==> src/rtl/klein_pkg.sv <==
// rtl/klein_pkg.sv - KLEIN-80 key schedule types, constants and step functions
// Shared with the encryption-side schedule so forward and inverse stay bit-consistent.
package klein_pkg;

   localparam int KEY_W = 80;
   localparam int RND_W = 8;

   localparam logic [3:0] SBOX [16] = '{
      4'h7, 4'h4, 4'hA, 4'h9, 4'h1, 4'hF, 4'hB, 4'h0,
      4'hC, 4'h3, 4'h2, 4'h6, 4'h8, 4'hE, 4'hD, 4'h5
   };

   typedef enum logic [1:0] {
      ST_IDLE,
      ST_EXPAND,
      ST_EMIT
   } state_t;

   typedef enum logic {
      STEP_FWD,
      STEP_INV
   } step_mode_t;

   function automatic logic [3:0] sbox4(input logic [3:0] x);
      return SBOX[x];
   endfunction

   function automatic logic [39:0] rotl8_40(input logic [39:0] x);
      return {x[31:0], x[39:32]};
   endfunction

   function automatic logic [39:0] rotr8_40(input logic [39:0] x);
      return {x[7:0], x[39:8]};
   endfunction

   // The S-box is an involution, so the same nibble substitution serves both directions.
   function automatic logic [39:0] sub_mid(input logic [39:0] x);
      logic [39:0] y;
      y = x;
      y[31:28] = sbox4(x[31:28]);
      y[27:24] = sbox4(x[27:24]);
      y[23:20] = sbox4(x[23:20]);
      y[19:16] = sbox4(x[19:16]);
      return y;
   endfunction

   function automatic logic [KEY_W-1:0] key_fwd(input logic [KEY_W-1:0] k,
                                                input logic [RND_W-1:0] r);
      logic [39:0] a_r;
      logic [39:0] b_r;
      logic [39:0] hi;
      a_r = rotl8_40(k[79:40]);
      b_r = rotl8_40(k[39:0]);
      hi = b_r;
      hi[23:16] = hi[23:16] ^ r;
      return {hi, sub_mid(a_r ^ b_r)};
   endfunction

   function automatic logic [KEY_W-1:0] key_inv(input logic [KEY_W-1:0] o,
                                                input logic [RND_W-1:0] r);
      logic [39:0] a1;
      logic [39:0] b1;
      b1 = sub_mid(o[39:0]);
      a1 = o[79:40];
      a1[23:16] = a1[23:16] ^ r;
      return {rotr8_40(b1 ^ a1), rotr8_40(a1)};
   endfunction

endpackage

==> src/rtl/klein_key_step.sv <==
// rtl/klein_key_step.sv - combinational KLEIN-80 key schedule step, forward or inverse
module klein_key_step
   import klein_pkg::*;
(
   input  step_mode_t        mode,
   input  logic [RND_W-1:0]  rnd,
   input  logic [KEY_W-1:0]  key,
   output logic [KEY_W-1:0]  key_next
);

   always_comb begin
      key_next = key;
      if (mode == STEP_INV) key_next = key_inv(key, rnd);
      else                  key_next = key_fwd(key, rnd);
   end

endmodule

==> src/rtl/klein_key_rev.sv <==
// rtl/klein_key_rev.sv - KLEIN-80 decryption key scheduler, emits sk[NR+1] down to sk[1]
// Expands forward one round per cycle, then walks back with the inverse step per accepted key.
module klein_key_rev
   import klein_pkg::*;
#(
   parameter int NR = 16
) (
   input  logic              clk,
   input  logic              rst_n,
   input  logic              start,
   input  logic [KEY_W-1:0]  key_in,
   output logic              busy,
   output logic              rk_valid,
   input  logic              rk_ready,
   output logic [KEY_W-1:0]  rk_data,
   output logic [4:0]        rk_idx,
   output logic              done
);

   localparam logic [4:0] NR_C = 5'(NR);

   state_t           state;
   logic [KEY_W-1:0] key_reg;
   logic [4:0]       cnt;
   logic [4:0]       idx;
   logic [4:0]       round_sel;
   logic [RND_W-1:0] rnd;
   step_mode_t       mode;
   logic [KEY_W-1:0] step_out;

   // Forward uses the expansion counter; inverse undoes round idx-1 to reach sk[idx-1].
   assign round_sel = (state == ST_EMIT) ? (idx - 5'd1) : cnt;
   assign rnd       = {3'b000, round_sel};
   assign mode      = (state == ST_EMIT) ? STEP_INV : STEP_FWD;

   klein_key_step u_step (
      .mode     (mode),
      .rnd      (rnd),
      .key      (key_reg),
      .key_next (step_out)
   );

   always_ff @(posedge clk or negedge rst_n) begin
      if (!rst_n) begin
         state    <= ST_IDLE;
         key_reg  <= '0;
         cnt      <= '0;
         idx      <= '0;
         busy     <= 1'b0;
         rk_valid <= 1'b0;
         done     <= 1'b0;
      end else begin
         done <= 1'b0;
         case (state)
            ST_IDLE: begin
               if (start) begin
                  key_reg <= key_in;
                  cnt     <= 5'd1;
                  busy    <= 1'b1;
                  state   <= ST_EXPAND;
               end
            end
            ST_EXPAND: begin
               key_reg <= step_out;
               cnt     <= cnt + 5'd1;
               if (cnt == NR_C) begin
                  idx      <= NR_C + 5'd1;
                  rk_valid <= 1'b1;
                  state    <= ST_EMIT;
               end
            end
            ST_EMIT: begin
               if (rk_ready) begin
                  if (idx > 5'd1) begin
                     key_reg <= step_out;
                     idx     <= idx - 5'd1;
                  end else begin
                     idx      <= '0;
                     rk_valid <= 1'b0;
                     busy     <= 1'b0;
                     done     <= 1'b1;
                     state    <= ST_IDLE;
                  end
               end
            end
            default: state <= ST_IDLE;
         endcase
      end
   end

   assign rk_data = key_reg;
   assign rk_idx  = idx;

endmodule

==> config.mk <==
export PLATFORM = sky130hd
export DESIGN_NAME = klein_key_rev
export DESIGN_NICKNAME = d
export VERILOG_FILES = /design/src/rtl/klein_pkg.sv /design/src/rtl/klein_key_step.sv /design/src/rtl/klein_key_rev.sv
export SDC_FILE = /design/constraint.sdc
export NUM_CORES = 1
export LEC_CHECK = 0
export BUFFER_PORTS_ARGS = -buffer_cell sky130_fd_sc_hd__buf_4
export CAP_MARGIN = 20
export CORE_MARGIN = 2
export CORE_UTILIZATION = 55
export CTS_BUF_LIST = sky130_fd_sc_hd__clkbuf_8
export CTS_CLUSTER_SIZE = 16
export DETAILED_ROUTE_END_ITERATION = 8
export PLACE_DENSITY = 0.81
export SYNTH_ARGS = -nofsm -noshare
export SYNTH_HDL_FRONTEND = slang
export SYNTH_SLANG_ARGS = --single-unit
==> constraint.sdc <==
create_clock -name clk -period 3.9 [get_ports clk]
set_clock_uncertainty 0.05 [all_clocks]
set_input_delay 0.78 -clock clk [delete_from_list [all_inputs] [get_ports clk]]
set_output_delay 0.78 -clock clk [all_outputs]
set_load 0.02 [all_outputs]
==> flow_metrics.py <==
metrics = {
    "status": {
        "outcome": "finished clean",
    },
    "yosys": {
        "synth_edf_count": 0,
        "synthesis.nets": 947,
        "yosys_most_used_dff": "dfrtp_1",
        "synth_top_family_by_area": "compound AO/OA/AOI/OAI gates",
        "synth_mux_area_share_pct": 15.6,
        "synth-compound-area-share_pct": 18.5,
        "ys_seq_area_share_pct": 32.1,
        "synth_cells": 819,
        "synthAdderAreaFrac_pct": 7.44,
        "synth.distinct_cells": 61,
        "yosys.area_share.simple_pct": 11.6,
        "synthXorXnorAreaFrac_pct": 9.12,
        "avgSynthCellArea_um2": 9.03,
        "netlist_area_um2": 7400,
        "synthArstFlopShare_pct": 100,
        "postSynthRegisterBits": 95,
        "synth_warnings": 0,
    },
    "routing": {
        "vias": 6788,
        "via_per_inst": 5.98,
        "wl_per_cell_um": 19.4,
        "ant_nets": 0,
        "wl_um": 22000,
        "drtIter0Drc": 814,
        "drc_errors": 0,
        "dr.pass1.iters": 5,
    },
    "sta": {
        "period_needed_ps": 2930,
        "maxSlewViolCount": 0,
        "finalSetupViolCount": 0,
        "hold_violations": 0,
        "fmax_mhz": 341,
        "finalCritPeriodShare_pct": 75.2,
        "relSlewSlack_pct": 47.4,
        "rsz0062_at_grt": "false",
        "worst_slew_pin_slew_ps": 787,
        "setup_slack_ps": 968,
        "whs_ps": 188,
        "tns_ps": 0,
    },
    "grt": {
        "antenna_found_initial": 0,
        "grt_pass1_vias": 6377,
        "groute.usage.overall_pct": 31.1,
        "grt_overflow_total": 0,
        "grt_pass1_wl_um": 34800,
        "grt_max_degree": 83,
    },
    "clock_network": {
        "clockBufferDepth": 2,
        "numCtsBuffers": 9,
        "cts_setup_buffers": 0,
        "cts_resized": 0,
        "cts_num_sinks": 95,
        "cts_htree_levels": 3,
        "insertion_delay_ps": 380,
        "cts_tree": "yes",
        "cts_root_buffer": "clkbuf_8",
        "cts_hold_buffers": 0,
        "clk_pin_slew_worst_paths_ps": 100,
    },
    "place": {
        "routabilityCongestion": 0.947,
        "port_buffers": 171,
        "place_area_um2": 8770,
        "dpl.hpwl_um": 16100,
        "pre_cts_slack_ps": 1010,
    },
    "pwr": {
        "power.density_nw_per_um2": 1050,
        "p_leak_nw": 4.14,
        "ir_worst_vdd_mv": 0.512,
    },
    "worst_setup_path": {
        "reg2reg_to": "rk_data[35]",
        "r2r_start": "state[0]",
        "path_class": "reg2reg",
        "reg2reg_depth": 6,
        "endpoint_kind": "flop",
        "crit_arrival_ps": 3130,
        "worstPathRequired_ps": 4100,
        "path_max_fanout": 69,
        "startpoint": "state[0]",
        "r2r_setup_slack_ps": 970,
        "startpoint_type": "flop",
    },
    "layout": {
        "final_common_cell": "buf_4",
        "final_nets": 1082,
        "layout_common_cells": "178 x buf_4, 95 x dfrtp_1, 93 x nand2_1, 61 x a21oi_1, 59 x nor2_1",
        "syn_to_final_growth_pct": 21.4,
        "final_cell_area_um2": 8980,
        "drive_gt1_share_pct": 25.8,
        "diodes": 0,
    },
    "die": {
        "rows": 42,
        "pin_count": 172,
        "start_util_pct": 56.1,
        "die_area_um2": 14400,
        "die_w_um": 120,
        "die_h_um": 120,
        "design.core.area_um2": 13200,
    },
    "hold_path": {
        "hold_class": "in2async",
    },
    "job": {
        "max-cap-violations": 0,
    },
}
## worst max-delay path by stage
stage / end / depth (start not counted)
2_1_floorplan: rk_data[54] / 6
3_3_place_gp: rk_data[50] / 7
3_5_place_dp: rk_data[35] / 6
4_1_cts: rk_data[35] / 6
5_1_grt: rk_data[35] / 6
6_report: rk_data[35] / 6
## worst max-delay path: stages (launching register included)
cell and delay, ps:
dfrtp_1 420, inv_1 170, ha_4 610, inv_1 210
o21ai_4 690, buf_4 480, o21ai_0 160
## cell type report
| class | count | area [um2] |
|---|---|---|
| clock inverter | 6 | 52.6 |
| clock buffer | 10 | 138 |
| multi-input combinational | 621 | 4620 |
| tap | 176 | 220 |
| sequential | 95 | 2380 |
| timing repair buffer | 181 | 1400 |
| inverter | 46 | 173 |
| fill | 1075 | 4210 |
## per-stage QoR
| stage | power, mW | util [%] | std cells |
|---|---|---|---|
| final | 9.47 | 68.1 | 1135 |
| after global routing | 10.1 | 68.1 | 1135 |
| after CTS | 9.39 | 67.9 | 1134 |
| after detailed placement | 8.67 | 66.5 | 1118 |
| after global placement | 8.49 | 66.3 | 1117 |
| after floorplan | 6.66 | - | 819 |
## layer usage
metal | part of all wire (%) | global-route usage (%)
met5 | 0 | 0
met4 | 2.9 | 11.1
met3 | 9.0 | 5.09
met2 | 44 | 43.6
met1 | 45 | 48.3
## power by group
| part | switching [mW] | total (mW) | internal [mW] | leakage (nW) |
|---|---|---|---|---|
| logic | 3.37 | 6.38 | 3.00 | 2.90 |
| registers | 0.972 | 2.42 | 1.45 | 1.13 |
| clock network | 0.363 | 0.670 | 0.307 | 0.108 |
| total | 4.71 | 9.47 | 4.76 | 4.14 |
## cell families (layout without fill, tap and decap cells)
logic type                 count (synthesis)  count (layout)
AOI/OAI and AO/OA                        230             230
and+or+nand+nor                          197             197
buffers and inverters                    103             243
DFF                                       95              95
muxes                                     79              79
xor gates and xnor gates                  71              71
adders and majority gates                 44              44
## flip-flops by register name (all words and copies together), names as in the netlist
register / count
state: 2
rk_valid: 1
done: 1
busy: 1
rk_data: 80
cnt: 5
rk_idx: 5
## synthesized netlist by cell type, types with 3 or more instances
library cell / n / area share, %
dfrtp_1: 95 / 32
nand2_1: 93 / 4.7
a21oi_1: 61 / 4.1
nor2_1: 59 / 3.0
o21ai_1: 56 / 3.8
mux2i_1: 50 / 6.8
o21ai_0: 50 / 3.4
ha_1: 44 / 7.4
xnor2_1: 43 / 5.1
inv_1: 42 / 2.1
clkbuf_1: 36 / 1.8
mux4_2: 25 / 7.6
xor2_1: 21 / 2.5
a21o_1: 16 / 1.6
buf_2: 15 / 1.0
nor3_1: 8 / 0.54
nand3_1: 7 / 0.47
o211ai_1: 6 / 0.61
a211oi_1: 5 / 0.51
and3_1: 5 / 0.42
xor2_2: 5 / 1.1
a22oi_1: 4 / 0.41
buf_4: 4 / 0.41
inv_2: 4 / 0.20
nand2b_1: 4 / 0.34
a221o_1: 3 / 0.41
a31oi_1: 3 / 0.25
mux4_1: 3 / 1.1
nor2b_1: 3 / 0.25
nor4_1: 3 / 0.25
o21bai_1: 3 / 0.30
o31ai_1: 3 / 0.30
No activity file was read; power rests on OpenSTA's default activity.
